$ cat src/rtl/mips_pkg.sv
// Shared MIPS datapath definitions used by the shift execution unit.
//   - R-type funct codes for the six shift instructions
//   - shift_state_t : control states of the serial shifter
package mips_pkg;

  localparam logic [5:0] FUNCT_SLL  = 6'h00;
  localparam logic [5:0] FUNCT_SRL  = 6'h02;
  localparam logic [5:0] FUNCT_SRA  = 6'h03;
  localparam logic [5:0] FUNCT_SLLV = 6'h04;
  localparam logic [5:0] FUNCT_SRLV = 6'h06;
  localparam logic [5:0] FUNCT_SRAV = 6'h07;

  typedef enum logic [1:0] {
    IDLE  = 2'd0,
    SHIFT = 2'd1,
    DONE  = 2'd2
  } shift_state_t;

endpackage

$ cat src/rtl/shift_op_decode.sv
// Combinational decode of an R-type funct code into shift controls.
//   funct    : R-type function code
//   is_left  : shift toward the MSB
//   is_arith : right shift replicates the sign bit
//   is_var   : amount comes from rs_val instead of shamt
//   legal    : funct is one of the six shift instructions
module shift_op_decode
  import mips_pkg::*;
(
  input  logic [5:0] funct,
  output logic       is_left,
  output logic       is_arith,
  output logic       is_var,
  output logic       legal
);

  // Within the shift group, bit 2 selects the variable form and bits [1:0]
  // select the kind: 00 left, 10 logical right, 11 arithmetic right.
  always_comb begin
    is_left  = (funct[1:0] == 2'b00);
    is_arith = (funct[1:0] == 2'b11);
    is_var   = funct[2];
    legal    = 1'b0;
    case (funct)
      FUNCT_SLL, FUNCT_SRL, FUNCT_SRA,
      FUNCT_SLLV, FUNCT_SRLV, FUNCT_SRAV: legal = 1'b1;
      default:                            legal = 1'b0;
    endcase
  end

endmodule

$ cat src/rtl/serial_shifter.sv
// Multi-cycle shift execution unit: shifts rt_val by one bit per clock.
//   clk, rst_n : clock (rising edge) and asynchronous active-low reset
//   start      : request, sampled only while idle
//   funct      : R-type funct code (SLL/SRL/SRA/SLLV/SRLV/SRAV)
//   shamt      : immediate amount for the fixed-amount forms
//   rs_val     : low SHAMT_W bits give the amount for the variable forms
//   rt_val     : value to shift
//   busy       : high while an operation is in progress, including done cycle
//   done       : one-cycle pulse, result valid
//   illegal    : pulses with done when funct is not a shift
//   result     : shifted value, held until the next accepted start
module serial_shifter
  import mips_pkg::*;
#(
  parameter int WIDTH   = 32,
  parameter int SHAMT_W = 5
) (
  input  logic               clk,
  input  logic               rst_n,
  input  logic               start,
  input  logic [5:0]         funct,
  input  logic [SHAMT_W-1:0] shamt,
  input  logic [WIDTH-1:0]   rs_val,
  input  logic [WIDTH-1:0]   rt_val,
  output logic               busy,
  output logic               done,
  output logic               illegal,
  output logic [WIDTH-1:0]   result
);

  shift_state_t       state, next_state;
  logic [SHAMT_W-1:0] cnt;
  logic [WIDTH-1:0]   work;
  logic               dir_left;
  logic               dir_arith;

  logic               dec_left, dec_arith, dec_var, dec_legal;
  logic [SHAMT_W-1:0] amount;
  logic               accept;
  logic               last_step;

  logic               unused_rs_hi;
  assign unused_rs_hi = ^rs_val[WIDTH-1:SHAMT_W];

  // One shift step in the latched direction.
  function automatic logic [WIDTH-1:0] shift_step(input logic [WIDTH-1:0] w,
                                                  input logic left,
                                                  input logic arith);
    logic signed [WIDTH-1:0] ws;
    ws = w;
    if (left)
      return {w[WIDTH-2:0], 1'b0};
    else if (arith)
      return ws >>> 1;
    else
      return {1'b0, w[WIDTH-1:1]};
  endfunction

  shift_op_decode u_decode (
    .funct    (funct),
    .is_left  (dec_left),
    .is_arith (dec_arith),
    .is_var   (dec_var),
    .legal    (dec_legal)
  );

  assign amount    = dec_var ? rs_val[SHAMT_W-1:0] : shamt;
  assign accept    = (state == IDLE) && start;
  assign last_step = (state == SHIFT) && (cnt == SHAMT_W'(1));

  always_comb begin
    next_state = state;
    case (state)
      IDLE: begin
        if (start) begin
          if (!dec_legal || (amount == '0))
            next_state = DONE;
          else
            next_state = SHIFT;
        end
      end
      SHIFT: begin
        if (cnt == SHAMT_W'(1))
          next_state = DONE;
      end
      DONE:    next_state = IDLE;
      default: next_state = IDLE;
    endcase
  end

  // Control, counter and output registers.
  always_ff @(posedge clk or negedge rst_n) begin
    if (!rst_n) begin
      state   <= IDLE;
      cnt     <= '0;
      busy    <= 1'b0;
      done    <= 1'b0;
      illegal <= 1'b0;
      result  <= '0;
    end else begin
      state   <= next_state;
      busy    <= (next_state != IDLE);
      done    <= (next_state == DONE);
      illegal <= accept && !dec_legal;
      if (accept) begin
        cnt <= amount;
        // Zero-amount and illegal requests complete immediately with rt_val.
        if (!dec_legal || (amount == '0))
          result <= rt_val;
      end else if (state == SHIFT) begin
        cnt <= cnt - SHAMT_W'(1);
        if (last_step)
          result <= shift_step(work, dir_left, dir_arith);
      end
    end
  end

  // Working datapath, no reset needed: always loaded on accept.
  always_ff @(posedge clk) begin
    if (accept) begin
      work      <= rt_val;
      dir_left  <= dec_left;
      dir_arith <= dec_arith;
    end else if (state == SHIFT) begin
      work <= shift_step(work, dir_left, dir_arith);
    end
  end

endmodule
$ cat config.mk
export PLATFORM = sky130hd
export DESIGN_NAME = serial_shifter
export DESIGN_NICKNAME = d
export VERILOG_FILES = /design/src/rtl/mips_pkg.sv /design/src/rtl/shift_op_decode.sv /design/src/rtl/serial_shifter.sv
export SDC_FILE = /design/constraint.sdc
export NUM_CORES = 1
export LEC_CHECK = 0
export BUFFER_PORTS_ARGS = -buffer_cell sky130_fd_sc_hd__buf_2
export CELL_PAD_IN_SITES_DETAIL_PLACEMENT = 1
export CELL_PAD_IN_SITES_GLOBAL_PLACEMENT = 1
export CORE_UTILIZATION = 43
export CTS_CLUSTER_SIZE = 24
export DETAILED_ROUTE_END_ITERATION = 12
export GPL_TIMING_DRIVEN = 0
export PLACE_DENSITY_LB_ADDON = 0.1
export SKIP_CTS_REPAIR_TIMING = 1
export SYNTH_ARGS = -nofsm -noshare
export SYNTH_HDL_FRONTEND = slang
export SYNTH_HIERARCHICAL = 1
export SYNTH_SLANG_ARGS = --single-unit
$ cat constraint.sdc
create_clock -name clk -period 6.45 [get_ports clk]
set_input_delay 1.6125 -clock clk [delete_from_list [all_inputs] [get_ports clk]]
set_output_delay 1.6125 -clock clk [all_outputs]
set_load 0.05 [all_outputs]
* Word-level counts from Yosys, hierarchy flattened
Cells that the tools add are included.
W data, S select, Z words.
** Word-level totals
- Flip-flop bits (word level) :: 76
- Input port bits :: 78
- Output and inout bits :: 35
- Word-level logic and storage cells :: 50
** Cells by class
- $add $sub $neg :: 1
- Equal/unequal tests :: 10
- Mux-type cells :: 16
- Reduce and logical (&&, ||, !) cells :: 14
** Operators by type and width (number)
- $mux W32 :: 8
- $eq A6 B3 Y1 const B :: 3
- $mux W5 :: 3
- $eq A6 B2 Y1 const B :: 2
- $logic_not A6 Y1 :: 1
- $mux W2 :: 3
- $reduce_bool A2 Y1 :: 3
- $reduce_or A6 Y1 :: 1
- $eq A5 B1 Y1 const B :: 1
- $logic_not A5 Y1 :: 1
- $sub A5 B1 Y5 const B :: 1
- $eq A2 B2 Y1 const B :: 2
- $logic_not A2 Y1 :: 2
- $pmux W2 S2 :: 1
- $logic_and A1 B1 Y1 :: 3
- $reduce_and A3 Y1 :: 1
- $eq A2 B1 Y1 const B :: 1
- $ne A2 B1 Y1 const B :: 1
- $logic_not A1 Y1 :: 1
- $logic_or A1 B1 Y1 :: 1
- $mux W1 :: 1

* Depth between registers and ports, before layout
- Depth in word-level cells :: 9
- Gate-level depth with buffers :: 8
- Depth with buffers taken out :: 6

* By module
The synthesis kept the hierarchy.
** Modules (own cells, without submodules)
- serial_shifter :: times used 1, cells an instance 353, area an instance 3963.8 µm², sequential area each 2072.0 µm²
- shift_op_decode :: times used 1, cells an instance 5, area an instance 37.5 µm², sequential area each 0.0 µm²

* Worst setup path after synthesis
Ideal clock, no wire load.
- Path type :: input-to-reg
- From :: input port start
- To :: register work[0] (enable)
- Setup time :: 0.423 ns
- Arrival :: 3.044 ns
- Data required time :: 6.027 ns
- Path slack :: 2.983 ns
- Stages :: 2
- Path buffers :: 0
- Cells stage by stage :: nor2_1 -> nor2_1
** Between the ends
- Word-level cells in the longest chain between the ends :: 2
** Ends and longest elaborated chain
- from (decl) :: RTL line serial_shifter.sv:20 : input logic start,
- $logic_and A1 B1 Y1 :: RTL line serial_shifter.sv:68 : assign accept = (state == IDLE) && start;
- $reduce_bool A2 Y1 (no source line)
- to (signal assigned) :: RTL line serial_shifter.sv:121 : work <= rt_val;
- to (signal assigned) :: RTL line serial_shifter.sv:125 : work <= shift_step(work, dir_left, dir_arith);
- to (decl) :: RTL line serial_shifter.sv:33 : logic [WIDTH-1:0] work;
No other way between the ends.
A chain may end at the register's enable or synchronous reset.

* Worst setup path after layout
- From :: input port funct[1]
- To :: register result[3]
** Between the ends
- Word-level cells in the longest chain between the ends :: 7
- Elaborated cells between the ends (all ways) :: 12
- Classes of those cells :: eq/ne (6); mux (1); reduce/logical (5)
** Ends and longest elaborated chain
- from (decl) :: RTL line serial_shifter.sv:21 : input logic [5:0] funct,
- $eq A6 B2 Y1 (tied with other cells) :: RTL line shift_op_decode.sv:24 : case (funct)
- $reduce_or A6 Y1 * :: RTL line shift_op_decode.sv:24
- $mux W1 * :: RTL line shift_op_decode.sv:24
- net dec_legal :: RTL line serial_shifter.sv:37 : logic dec_left, dec_arith, dec_var, dec_legal;
- $logic_not A1 Y1 * :: RTL line serial_shifter.sv:108 : if (!dec_legal || (amount == '0))
- $logic_or A1 B1 Y1 * :: RTL line serial_shifter.sv:108
- $ne A2 B1 Y1 (no source line) *
- $reduce_and A3 Y1 (no source line) *
- to (signal assigned) :: RTL line serial_shifter.sv:109 : result <= rt_val;
- to (signal assigned) :: RTL line serial_shifter.sv:113 : result <= shift_step(work, dir_left, dir_arith);
- to (decl) :: RTL line serial_shifter.sv:28 : output logic [WIDTH-1:0] result
The timed path passes the listed nets; every way through them passes the cells marked *.

==> flow_metrics.tcl <==
set metrics [dict create \
    sequential_share_of_the_synthesized_area_pct 51.8 \
    timing.rr.start "state[0]" \
    final.fill_count 1009 \
    setup.worst_path.class "in -> reg" \
    drtIter0Drc 86 \
    async_flop_share_pct 55.3 \
    vias 3251 \
    cts.sinks 76 \
    boundaryPins 113 \
    wire_per_inst_um 19.2 \
    timing_hold_violations_final 0 \
    timing.final.setup_violations 0 \
    synthDistinctLibCells 40 \
    maxCapViolCount 0 \
    fin_skew_ns 0.0160 \
    n_antenna_cell 0 \
    overflow 0 \
    gp_congestion 0.844 \
    critical_path_buf_inv_count 3 \
    post_route_cells_drive_above_1_share_pct 27.5 \
    cp_slowest_cell "sky130_fd_sc_hd__a2111oi_2" \
    cellLeakagePower_nw 2.32 \
    critical-path-top-cell-by-count "sky130_fd_sc_hd__buf_2" \
    power.density_cell_area_nw_per_um2 385 \
    yosysMostFrequentCell "sky130_fd_sc_hd__mux2i_1" \
    timing_worst_slew_pin_value_ns 1.04 \
    clkSlewWorstSetupHoldPaths_ns 0.09 \
    violations "design-rule violations" \
    crit_required_ns 6.67 \
    critPathLaunchType "primary input" \
    synth_top_cell_area_share_pct 26.3 \
    syn_avg_cell_area_sq_um 11.2 \
    dp_hpwl_um 7670 \
    maximum_cell_stage_delay_along_the_critical_path_ns 0.64 \
    tritoncts "done" \
    cts-buffers-inserted 9 \
    die_h_um 98.5 \
    synth-edff-count 34 \
    net_count_of_the_finished_layout 533 \
    drt-pass1-iter-count 8 \
    layout.cells.non_filler 566 \
    vias_per_cell 5.74 \
    timing.critical_path.cells "buf_2 -> inv_1 -> a2111oi_2 -> a21oi_2 -> buf_2 -> a221o_1" \
    area.sequential_sq_um 2070 \
    multiInputGateArea_sq_um 1760 \
    buffer_ports.inserted 84 \
    timing.final.crit_period_ns 3.09 \
    area_of_the_mapped_netlist_sq_um 4000 \
    area_growth_pct 18.9 \
    rows 34 \
    totalWireLength_um 10900 \
    standard_cell_core_area_sq_um 8850 \
    grt_setup_unrepaired "false" \
    top_cells_by_area_synth "sky130_fd_sc_hd__dfrtp_1 26%, sky130_fd_sc_hd__edfxtp_1 26%, sky130_fd_sc_hd__mux2i_1 16%, sky130_fd_sc_hd__a221o_1 8.0%, sky130_fd_sc_hd__a21oi_1 4.5%" \
    cp_max_fo 10 \
    post-synth-top-area-cell "sky130_fd_sc_hd__dfrtp_1" \
    fp.dieArea_sq_um 9700 \
    synth-warning-count 6 \
    die_w_um 98.5 \
    timing.slew.headroom_pct 31.0 \
    post-route-drc-count 7 \
    clock_tree.htree_level_count 3 \
    critical_path.top_delay_family "compound AO/OA/AOI/OAI gates" \
    clk_buf_depth 2 \
    critPathLaunch "funct[1]" \
    clock.fmax_ghz 0.323 \
    design_power_total_mw 1.83 \
    final_min_period_over_clock_period_pct 48.0 \
    grt_start_max_net_pins 43 \
    postSynthNetCount 438 \
    netlist_instances 358 \
    number_of_global_route_vias_before_repair 3591 \
    place_inst 550 \
    grt_pass1_wl_um 18000 \
    synth.cells.most_frequent "65 x sky130_fd_sc_hd__mux2i_1, 42 x sky130_fd_sc_hd__dfrtp_1, 41 x sky130_fd_sc_hd__nor2_1, 37 x sky130_fd_sc_hd__nand2_1, 36 x sky130_fd_sc_hd__a21oi_1" \
    finalSetupTns_ns 0 \
    slew_viol_final 0 \
    outcome "finished with violations" \
    antenna_left 0 \
    yosys_register_bits 76 \
    clkLatencyLatePin_ns 0.35 \
    worstHoldPathType "reg -> reg" \
    crit_arrival_ns 3.31 \
    grtUsageTotal_pct 23.7 \
    antenna_found_initial 0 \
    initial_core_util_pct 45.2 \
    ys.flop_type "sky130_fd_sc_hd__dfrtp_1" \
    min_from "result[14]" \
    vdd.ir_drop.worst_mv 0.180 \
    setup.worst_path.end_class "flop" \
    cts_root_buffer "sky130_fd_sc_hd__clkbuf_8" \
]
==> area by class of cell <==
type / instances / area share (%)
sequential: 76 / 43.6
buffer: 28 / 3.31
clock buffer: 10 / 2.68
inverter: 5 / 0.395
clock inverter: 6 / 1.37
tap: 108 / 2.84
timing repair buffer: 84 / 8.84
multi-input combinational: 249 / 37.0
==> power breakdown <==
group / leakage (nW) / internal (mW) / switching [mW]
sequential: 0.831 / 0.652 / 0.104
combinational: 1.41 / 0.221 / 0.493
clock: 0.0862 / 0.178 / 0.182
==> registers in the layout, indices dropped and copies added, names as in the netlist <==
register / cells
illegal: 1
cnt: 5
result: 32
done: 1
dir_left: 1
work: 32
state: 2
dir_arith: 1
busy: 1
==> metrics by stage <==
stage	hold slack [ns]	cell area, sq um	worst slack, ns	util (%)
finish	0.541	4760	3.36	53.8
global route	0.558	4760	3.32	53.8
CTS	0.545	4760	3.37	53.8
detailed placement	0.520	4560	3.02	51.6
global placement	0.513	4560	2.09	51.5
floorplan	0.516	4000	2.98	-
==> per-layer routing <==
layer / up-vias / global-route usage [%] / share of wire [%]
met2: 91 / 43.2 / 51
met1: 1627 / 29.0 / 44
met4: 0 / 6.89 / 1.1
li1: 1523 / - / -
met5: - / 0 / 0
met3: 10 / 3.76 / 4.2
==> path summary, 6_finish.rpt <==
| check | to | slack (ns) | cells after the start |
|---|---|---|---|
| max | result[3] | 3.36 | 6 |
| min | result[14] | 0.54 | 1 |
| max reg2reg | work[11] | 4.32 | 7 |
| min reg2reg | result[14] | 0.54 | 1 |
| max in group asynchronous | result[30] | 4.36 | 1 |
| min in group asynchronous | result[6] | 1.43 | 1 |
==> logic make-up (layout without fill, tap and decap cells) <==
logic type | after synthesis | in the layout | synth area share, %
compound gates | 85 | 85 | 15.8
fa+ha+maj | 2 | 2 | 0.625
flops | 76 | 76 | 51.8
simple gates | 95 | 95 | 10.6
buf+inv | 33 | 133 | 4.41
mux | 67 | 67 | 16.8
==> placed cells by master, fill, tap and decap left out, types with 3 or more instances in the layout <==
cell type and instances:
sky130_fd_sc_hd__clkbuf_8 9, sky130_fd_sc_hd__inv_1 4, sky130_fd_sc_hd__a221o_1 32, sky130_fd_sc_hd__nor2b_1 3, sky130_fd_sc_hd__mux2i_1 65, sky130_fd_sc_hd__nand2_1 37
sky130_fd_sc_hd__buf_6 4, sky130_fd_sc_hd__clkinvlp_4 3, sky130_fd_sc_hd__buf_1 4, sky130_fd_sc_hd__buf_2 96, sky130_fd_sc_hd__clkbuf_1 7, sky130_fd_sc_hd__a21oi_1 36
sky130_fd_sc_hd__nand3_1 3, sky130_fd_sc_hd__edfxtp_1 34, sky130_fd_sc_hd__dfrtp_1 42, sky130_fd_sc_hd__o22ai_1 3, sky130_fd_sc_hd__nor2_1 40
Power figures use the tool's default switching activity.
